==> src/rtl/shift_subtract_divider.sv <==
// Sequential unsigned restoring divider: one quotient bit per clock, MSB first.
// Results and div_by_zero hold from done until the next accepted start.
module shift_subtract_divider #(
  parameter int WIDTH = 8
) (
  input  logic             clk,
  input  logic             rst,
  input  logic             start,
  input  logic [WIDTH-1:0] dividend,
  input  logic [WIDTH-1:0] divisor,
  output logic             busy,
  output logic             done,
  output logic [WIDTH-1:0] quotient,
  output logic [WIDTH-1:0] remainder,
  output logic             div_by_zero
);

  // state | meaning
  // IDLE  | waiting for start; results held
  // RUN   | one restoring step per cycle, cnt counts down to 0
  // DONE  | single-cycle done pulse, then back to IDLE
  typedef enum logic [1:0] {
    IDLE = 2'b00,
    RUN  = 2'b01,
    DONE = 2'b10
  } state_e;

  localparam int CW = (WIDTH > 1) ? $clog2(WIDTH) : 1;

  state_e           state_q, state_d;
  logic [WIDTH-1:0] r_q, r_d;
  logic [WIDTH-1:0] q_q, q_d;
  logic [WIDTH-1:0] d_q, d_d;
  logic [CW-1:0]    cnt_q, cnt_d;
  logic [WIDTH-1:0] quot_q, quot_d;
  logic [WIDTH-1:0] rem_q, rem_d;
  logic             dbz_q, dbz_d;

  // Partial remainder is always < divisor after a step, so its top bit is stored
  // implicitly as zero; the shifted trial value t keeps the full WIDTH+1 bits.
  logic [WIDTH:0]   t;
  logic             ge;

  always_comb begin
    state_d = state_q;
    r_d     = r_q;
    q_d     = q_q;
    d_d     = d_q;
    cnt_d   = cnt_q;
    quot_d  = quot_q;
    rem_d   = rem_q;
    dbz_d   = dbz_q;
    t       = {r_q, q_q[WIDTH-1]};
    ge      = (t >= {1'b0, d_q});

    case (state_q)
      IDLE: begin
        if (start) begin
          if (divisor != '0) begin
            state_d = RUN;
            q_d     = dividend;
            r_d     = '0;
            d_d     = divisor;
            cnt_d   = CW'(WIDTH - 1);
            dbz_d   = 1'b0;
          end else begin
            state_d = DONE;
            quot_d  = '1;
            rem_d   = dividend;
            dbz_d   = 1'b1;
          end
        end
      end
      RUN: begin
        q_d = {q_q[WIDTH-2:0], ge};
        r_d = ge ? WIDTH'(t - {1'b0, d_q}) : t[WIDTH-1:0];
        if (cnt_q == '0) begin
          state_d = DONE;
          quot_d  = q_d;
          rem_d   = r_d;
        end else begin
          cnt_d = cnt_q - 1'b1;
        end
      end
      DONE:    state_d = IDLE;
      default: state_d = IDLE;
    endcase
  end

  always_ff @(posedge clk) begin
    if (rst) begin
      state_q <= IDLE;
      r_q     <= '0;
      q_q     <= '0;
      d_q     <= '0;
      cnt_q   <= '0;
      quot_q  <= '0;
      rem_q   <= '0;
      dbz_q   <= 1'b0;
    end else begin
      state_q <= state_d;
      r_q     <= r_d;
      q_q     <= q_d;
      d_q     <= d_d;
      cnt_q   <= cnt_d;
      quot_q  <= quot_d;
      rem_q   <= rem_d;
      dbz_q   <= dbz_d;
    end
  end

  assign busy        = (state_q != IDLE);
  assign done        = (state_q == DONE);
  assign quotient    = quot_q;
  assign remainder   = rem_q;
  assign div_by_zero = dbz_q;

endmodule
==> config.mk <==
export PLATFORM = sky130hd
export DESIGN_NAME = shift_subtract_divider
export DESIGN_NICKNAME = d
export VERILOG_FILES = /design/src/rtl/shift_subtract_divider.sv
export SDC_FILE = /design/constraint.sdc
export NUM_CORES = 1
export LEC_CHECK = 0
export CAP_MARGIN = 20
export CORE_ASPECT_RATIO = 0.9
export CORE_UTILIZATION = 54
export DETAILED_ROUTE_END_ITERATION = 7
export GPL_TIMING_DRIVEN = 1
export PLACE_DENSITY = 0.81
export SLEW_MARGIN = 20
export SYNTH_ARGS = -nofsm -noshare
export SYNTH_HDL_FRONTEND = slang
export SYNTH_SLANG_ARGS = --single-unit
==> constraint.sdc <==
create_clock -name clk -period 2.55 [get_ports clk]
set_input_delay 0.51 -clock clk [delete_from_list [all_inputs] [get_ports clk]]
set_output_delay 0.51 -clock clk [all_outputs]
set_load 0.01 [all_outputs]
==> results of run 1 <==
[area by class of cell]
class,count,area (um^2),area share [%]
sequential,46,921,29.9
clock inverter,2,60.1,1.95
tap,62,77.6,2.52
clock buffer,6,82.6,2.69
multi-input combinational,225,1420,46.3
timing repair buffer,46,450,14.6
inverter,16,60.1,1.95
[state kept, by name, summed over array words and instances (netlist names)]
register     flops
cnt_q            3
d_q              8
div_by_zero      1
q_q              8
quotient         8
r_q              8
remainder        8
state_q          2
[logic make-up (layout without fill, tap and decap cells)]
group,after synthesis,count (layout),share of synthesized area (%)
mux,5,5,2.11
fa+ha+maj,11,11,5.82
flops,46,46,36.9
simple gates,122,122,22.8
compound gates,85,85,25.7
buf+inv,34,70,5.92
xor+xnor,2,2,0.703
[final timing paths]
path / cells past startpoint / start / to / slack (ns)
setup / recovery: 9 / q_q[7]$_SDFFE_PP0P_ / remainder[6]$_SDFFE_PP0P_ / 0.16
hold reg to reg: 2 / d_q[3]$_SDFFE_PP0P_ / d_q[3]$_SDFFE_PP0P_ / 0.46
hold / removal: 2 / d_q[3]$_SDFFE_PP0P_ / d_q[3]$_SDFFE_PP0P_ / 0.46
setup reg to reg: 9 / q_q[7]$_SDFFE_PP0P_ / remainder[6]$_SDFFE_PP0P_ / 0.16
[critical path, stage by stage (launching register included)]
cell      delay (ns)
dfxtp_1         0.33
inv_1           0.05
ha_1            0.23
fa_1            0.42
nand2b_1        0.18
a211oi_1        0.37
mux2i_1         0.26
a21oi_1         0.08
o21ai_0         0.22
a311oi_1        0.13
[through the flow]
step	hold slack [ns]	setup slack, ns	utilization (%)	cells	total power [mW]
final	0.461	0.159	69.4	403	2.34
after global routing	0.482	0.0234	69.4	403	2.47
after CTS	0.464	0.172	69.4	403	2.34
after detailed placement	0.453	0.114	66.2	395	1.68
after global placement	0.442	0.139	66.2	395	1.66
after floorplan	0.432	0.496	-	305	1.45
[power groups by stage]
stage / Sequential [mW] / Combinational [mW] / Clock, mW
finish: 0.847 / 0.831 / 0.664
global route: 0.857 / 0.919 / 0.697
CTS: 0.847 / 0.826 / 0.667
detailed placement: 0.863 / 0.821 / 0
global placement: 0.860 / 0.800 / 0
floorplan: 0.861 / 0.590 / 0
[layer usage]
metal | vias up | wire [um]
met5 | - | 0
met4 | 0 | 93
met3 | 11 | 215
met2 | 49 | 2430
met1 | 987 | 2690
li1 | 1134 | -
[cells in the final DEF, fill, tap and decap left out, types with 2 or more instances in the layout]
cell / n
a211oi_2: 7
nor2_1: 47
inv_1: 16
xnor2_1: 2
buf_4: 8
nand2_1: 43
a21o_1: 3
a21oi_1: 29
o21ai_0: 11
mux2_2: 2
nand3_1: 8
nor4_4: 2
nor2b_1: 8
bufinv_16: 2
ha_1: 10
a211oi_1: 4
clkbuf_8: 6
nor3_1: 3
clkdlybuf4s50_1: 37
and2_1: 4
dfxtp_1: 46
nand2b_1: 2
o21ai_1: 3
a311oi_1: 12
mux2i_1: 3
==> summary.md, run 1 <==
| Metric | Value |
|---|---|
| Crit path capture type | `register` |
| Top Usage Layer GRT | `met2` |
| Reg clk slew, reported paths | `around 0.09 ns` |
| Sw frac | `between 30% and 40%` |
| Syn Inst Count | `between 300 and 400` |
| Critical path class | `register to register` |
| Antenna Violating Nets Remaining | `0` |
| PortBufs | `37` |
| Die area | `4890 um^2` |
| GR Util met2 | `39.0%` |
| Syn_area_per_cell | `between 8 and 9 um^2` |
| Sequential share of the synthesized area | `a little under two fifths` |
| Slew Limit Fails | `0` |
| Vias | `2181` |
| Placed cell area | `2930 um^2` |
| Dominant synthesized flop cell | `dfxtp_1` |
| GR Util All Layers | `roughly 24%` |
| PwrDens | `between 700 and 800 nW/um^2` |
| CTS tree | `done` |
| Router iterations before antenna repair | `4` |
| Worst hold path type | `register to register` |
| Final HPWL DP | `approximately 4.0 mm` |
| Die W | `73.6 um` |
| Crit path DAT | `around 2.6 ns` |
| Critical Path Source Type | `register` |
| Pin count of the biggest net entering global routing | `47` |
| CTS hold repair buffers | `0` |
| Avg Vias per Cell | `around 5.4` |
| RD Place Congestion | `between 0.8 and 0.9` |
| Met3 GRT Util | `under 10%` |
| Rel. slew slack | `between 40% and 50%` |
| CTS Sinks | `46` |
| Number of fill cells | `between 300 and 400` |
| Synth top area cells | `dfxtp_1 (37%), nor2_1 (7.1%), nand2_1 (6.5%), a21oi_1 (5.8%), ha_1 (5.0%)` |
| Clock Power Share | `approximately 28%` |
| Pleak | `approximately 1.2 nW` |
| Critical path fanouts, max | `3` |
| Rows | `23` |
| Yosys reg bits | `between 40 and 50` |
| First-pass GRT wire length | `roughly 9.1 mm` |
| Most common library cells after synthesis | `nor2_1 (47), dfxtp_1 (46), nand2_1 (43), a21oi_1 (29), inv_1 (16)` |
| Initial Utilization | `between 50% and 60%` |
| Maxcap violations | `0` |
| Max Fclk | `approximately 420 MHz` |
| P&R area growth vs syn | `23.4%` |
| Status | `completed` |
| Iter 0 DRT Violations | `104` |
| Hold Vio Cnt, Final | `0` |
| Final Setup Violations | `0` |
| Fin crit share | `approximately 94%` |
| Synthesized area | `~2500 um^2` |
| Layout cells sized above 1 | `10.9%` |
| CP required | `around 2.7 ns` |
| Fin area | `3080 um^2` |
| Core area | `4430 um^2` |
| CTS H-Tree Depth | `2` |
| CTS buffer count | `5` |
| DRT Wirelength | `between 5 and 6 mm` |
| Worst Tran Pin Value | `0.807 ns` |
| Share of the synthesized area in the top cell type | `between 30% and 40%` |
| CTS max path bufs | `2` |
| Most common cell in the netlist | `nor2_1` |
| ANT cells | `0` |
| RSZ-0062 raised after global routing | `no` |
| YS warnings | `0` |
| Post-CTS sizing | `0` |
| Worst skew pair latency | `about 0.30 ns` |
| Setup Buffers After CTS | `0` |
| Sequential power share | `a little over a third` |
| Clk_skew | `approximately 0.0060 ns` |
| Logic gate share of total power | `approximately 36%` |
| P_sw | `roughly 760 uW` |
| Root Buffer Master | `clkbuf_8` |
| Ports | `38` |
| Synth unique cells | `48` |
| Asr flop ratio synth | `0%` |
| Internal power | `1.58 mW` |
| EDFF count, synth | `0` |
| Synth area leader | `dfxtp_1` |
| Setup TNS | `0 ns` |
| Peak supply drop | `about 0.39 mV` |
| Vias in the first global route | `about 2000` |
| # DRC | `0` |
| WL per Instance | `approximately 13 um` |
| Antenna violations before repair | `0` |
| Synth Net Count | `335` |
| GR Overflow Total | `0` |
| Final nets | `370` |
| Die height | `between 60 and 70 um` |
| Final Critical Period | `between 2 and 2.5 ns` |
| Met1 Use GR | `between 30% and 40%` |
No activity file was read; power rests on OpenSTA's default activity.
==> inputs of run 2 (changes only) <==
Settings changed: CORE_ASPECT_RATIO 0.9 to not set, CTS_BUF_LIST set to sky130_fd_sc_hd__clkbuf_4 sky130_fd_sc_hd__clkbuf_8 sky130_fd_sc_hd__clkbuf_16.
==> run 2 against run 1 <==
Sequential cell count stayed put. Sequential share of layout area is 0.098 points higher. Die area hardly changed. Clock skew is 0.0056 ns higher. Worst setup slack better by 0.012 ns. Worst hold slack worse by 0.0050 ns. Routed wire length is 4.2% higher. Critical path type is now register to primary output.
==> summary.md, run 2 (synthesized netlist as in run 1, its figures left out) <==
| Metric | Value |
|---|---|
| Status | `completed` |
| Rows | `24 (+4.3%)` |
| CP peak stage delay | `0.58 ns (+0.16 ns)` |
| Final worst slack | `0.171 ns (+0.0118 ns)` |
| Hold Vio Cnt, Final | `0 (unchanged)` |
| R2r setup slk | `0.23 ns (+0.07 ns)` |
| Hold Slack | `0.456 ns (-0.00504 ns)` |
| RD Place Congestion | `0.839 (+3.7%)` |
| RSZ-0062 raised after global routing | `no` |
| Critical path fanouts, max | `12 (+9)` |
| Commonest non-fill, non-tap cell in the layout | `nor2_1` |
| Antenna violations before repair | `0 (unchanged)` |
| Commonest non-fill, non-tap cells in the layout | `nor2_1 (47), dfxtp_1 (46), nand2_1 (43)` |
| Clk_skew | `0.0116 ns (+0.00564 ns)` |
| Setup TNS | `0 ns (unchanged)` |
| Antenna Violating Nets Remaining | `0 (unchanged)` |
| Hold wc startpoint | `d_q[7]$_SDFFE_PP0P_` |
| Peak supply drop | `0.476 mV (+23%)` |
| CTS tree | `done` |
| Die area | `4890 um^2 (about the same)` |
| Vias | `2303 (+5.6%)` |
| GR Util All Layers | `23.6% (-0.77 points)` |
| Avg Vias per Cell | `5.83 (+7.7%)` |
| Post-CTS sizing | `0 (unchanged)` |
| CP Cell Sequence | `nor2_1, inv_1, clkdlybuf4s50_1` |
| Crit path DAT | `1.87 ns (-0.69 ns)` |
| Reg clk slew, reported paths | `0.08 ns (about the same)` |
| Pleak | `1.18 nW (+0.40%)` |
| Initial Utilization | `56.8% (+0.61 points)` |
| Final Critical Period | `2.38 ns (-0.0118 ns)` |
| GR Overflow Total | `0 (unchanged)` |
| Setup WS pre-CTS | `0.125 ns (+0.0112 ns)` |
| Crit path buf inv count | `2 (+1)` |
| Root Buffer Master | `clkbuf_8` |
| WL per Instance | `14.3 um (+6.3%)` |
| Non-filler cells, final | `395 (-2.0%)` |
| # DRC | `0 (unchanged)` |
| PortBufs | `37 (unchanged)` |
| Hold Crit Depth | `2 (unchanged)` |
| CP required | `2.04 ns (-0.68 ns)` |
| ANT cells | `0 (unchanged)` |
| P&R area growth vs syn | `23.0%` |
| PwrDens | `755 nW/um^2 (-0.89%)` |
| Router iterations before antenna repair | `5 (+1)` |
| Worst Tran Pin Value | `0.713 ns (-0.0940 ns)` |
| Fin crit share | `93.3% (-0.46 points)` |
| Worst skew pair latency | `0.30 ns (about the same)` |
| Die height | `69.9 um (+5.2%)` |
| Core area | `4380 um^2 (-1.1%)` |
| Layout cells sized above 1 | `11.7% (+0.81 points)` |
| CTS max path bufs | `2 (unchanged)` |
| Final Total Pwr | `2.31 mW (-1.2%)` |
| Critical path class | `register to primary output` |
| Slew Limit Fails | `0 (unchanged)` |
| Maxcap violations | `0 (unchanged)` |
| Depth of the most critical reg-to-reg path | `9 (unchanged)` |
| CTS buffer count | `5 (unchanged)` |
| Crit path capture type | `primary output` |
| Critical Path Source Type | `register` |
| Final Setup Violations | `0 (unchanged)` |
| Min-Delay Endpoint | `d_q[7]$_SDFFE_PP0P_` |
| Worst hold path type | `register to register` |
| Final HPWL DP | `4.09 mm (+2.9%)` |
| Worst reg2reg endpoint | `remainder[6]$_SDFFE_PP0P_` |
| CTS hold repair buffers | `0 (unchanged)` |
| Rel. slew slack | `52.3% (+6.1 points)` |
| Top Family by Delay on Critical Path | `buffers and inverters` |
| Worst R2R Start | `q_q[7]$_SDFFE_PP0P_` |
| Final nets | `372 (+0.54%)` |
| Setup Buffers After CTS | `0 (unchanged)` |
| First-pass GRT wire length | `9.25 mm (+2.1%)` |
| CTS H-Tree Depth | `2 (unchanged)` |
| Max Fclk | `420 MHz (+0.49%)` |
| Ports | `38 (unchanged)` |
| Pin count of the biggest net entering global routing | `47 (unchanged)` |
| Die W | `69.9 um (-5.0%)` |
| Vias in the first global route | `2051 (+2.2%)` |
| DRT Wirelength | `5.66 mm (+4.2%)` |
| Placed cells | `387 (-2.0%)` |
| Worst path slowest cell | `nor2_1` |
| Iter 0 DRT Violations | `179 (+72%)` |
| CTS Sinks | `46 (unchanged)` |
-- run 2: changes by cell type in the layout (fill, tap and decap cells not counted), sizes merged --
cell,before,now
buf,9,11
clkbuf,6,5
clkinv,0,1
-- run 2: power breakdown --
part | internal, mW | total [mW] | leakage (nW) | switching (mW)
logic | 0.358 | 0.822 | 0.739 | 0.465
clock network | 0.393 | 0.643 | 0.0683 | 0.250
registers | 0.794 | 0.848 | 0.377 | 0.0542
-- run 2: final cells by class --
cell class / count / area (um^2)
clock buffers: 5 / 68.8
clock inverters: 3 / 68.8
fillers: 368 / 1320
inverters: 16 / 60.1
multi-input cells: 225 / 1430
flip-flops and latches: 46 / 921
well taps: 52 / 65.1
repair buffers: 48 / 453
-- run 2: worst min-delay path, stage by stage (launching register included) --
cell,delay (ns)
dfxtp_1,0.32
nand2_1,0.05
a21oi_1,0.05
-- run 2: layer usage --
metal,vias to the layer above,GRT usage (%),wire [um]
li1,1140,-,-
met1,1081,31.7,2570
met2,72,39.3,2730
met3,10,4.04,291
met4,0,6.22,69
met5,-,0,0
-- run 2: worst max-delay path by stage --
stage,cells past startpoint,startpoint,end
finish,3,state_q[1]$_SDFFE_PP0P_,busy
floorplan,9,q_q[7]$_SDFFE_PP0P_,remainder[6]$_SDFFE_PP0P_
global placement,7,divisor[0],remainder[3]$_SDFFE_PP0P_
detailed placement,7,divisor[0],remainder[5]$_SDFFE_PP0P_
CTS,9,q_q[7]$_SDFFE_PP0P_,remainder[6]$_SDFFE_PP0P_
global route,9,q_q[7]$_SDFFE_PP0P_,remainder[6]$_SDFFE_PP0P_
-- run 2: per-stage QoR --
stage / util [%] / instance area, um^2
after floorplan: - / 2490
after global placement: 66.7 / 2920
after detailed placement: 66.7 / 2920
after CTS: 69.8 / 3060
after global routing: 69.9 / 3070
final: 69.9 / 3070
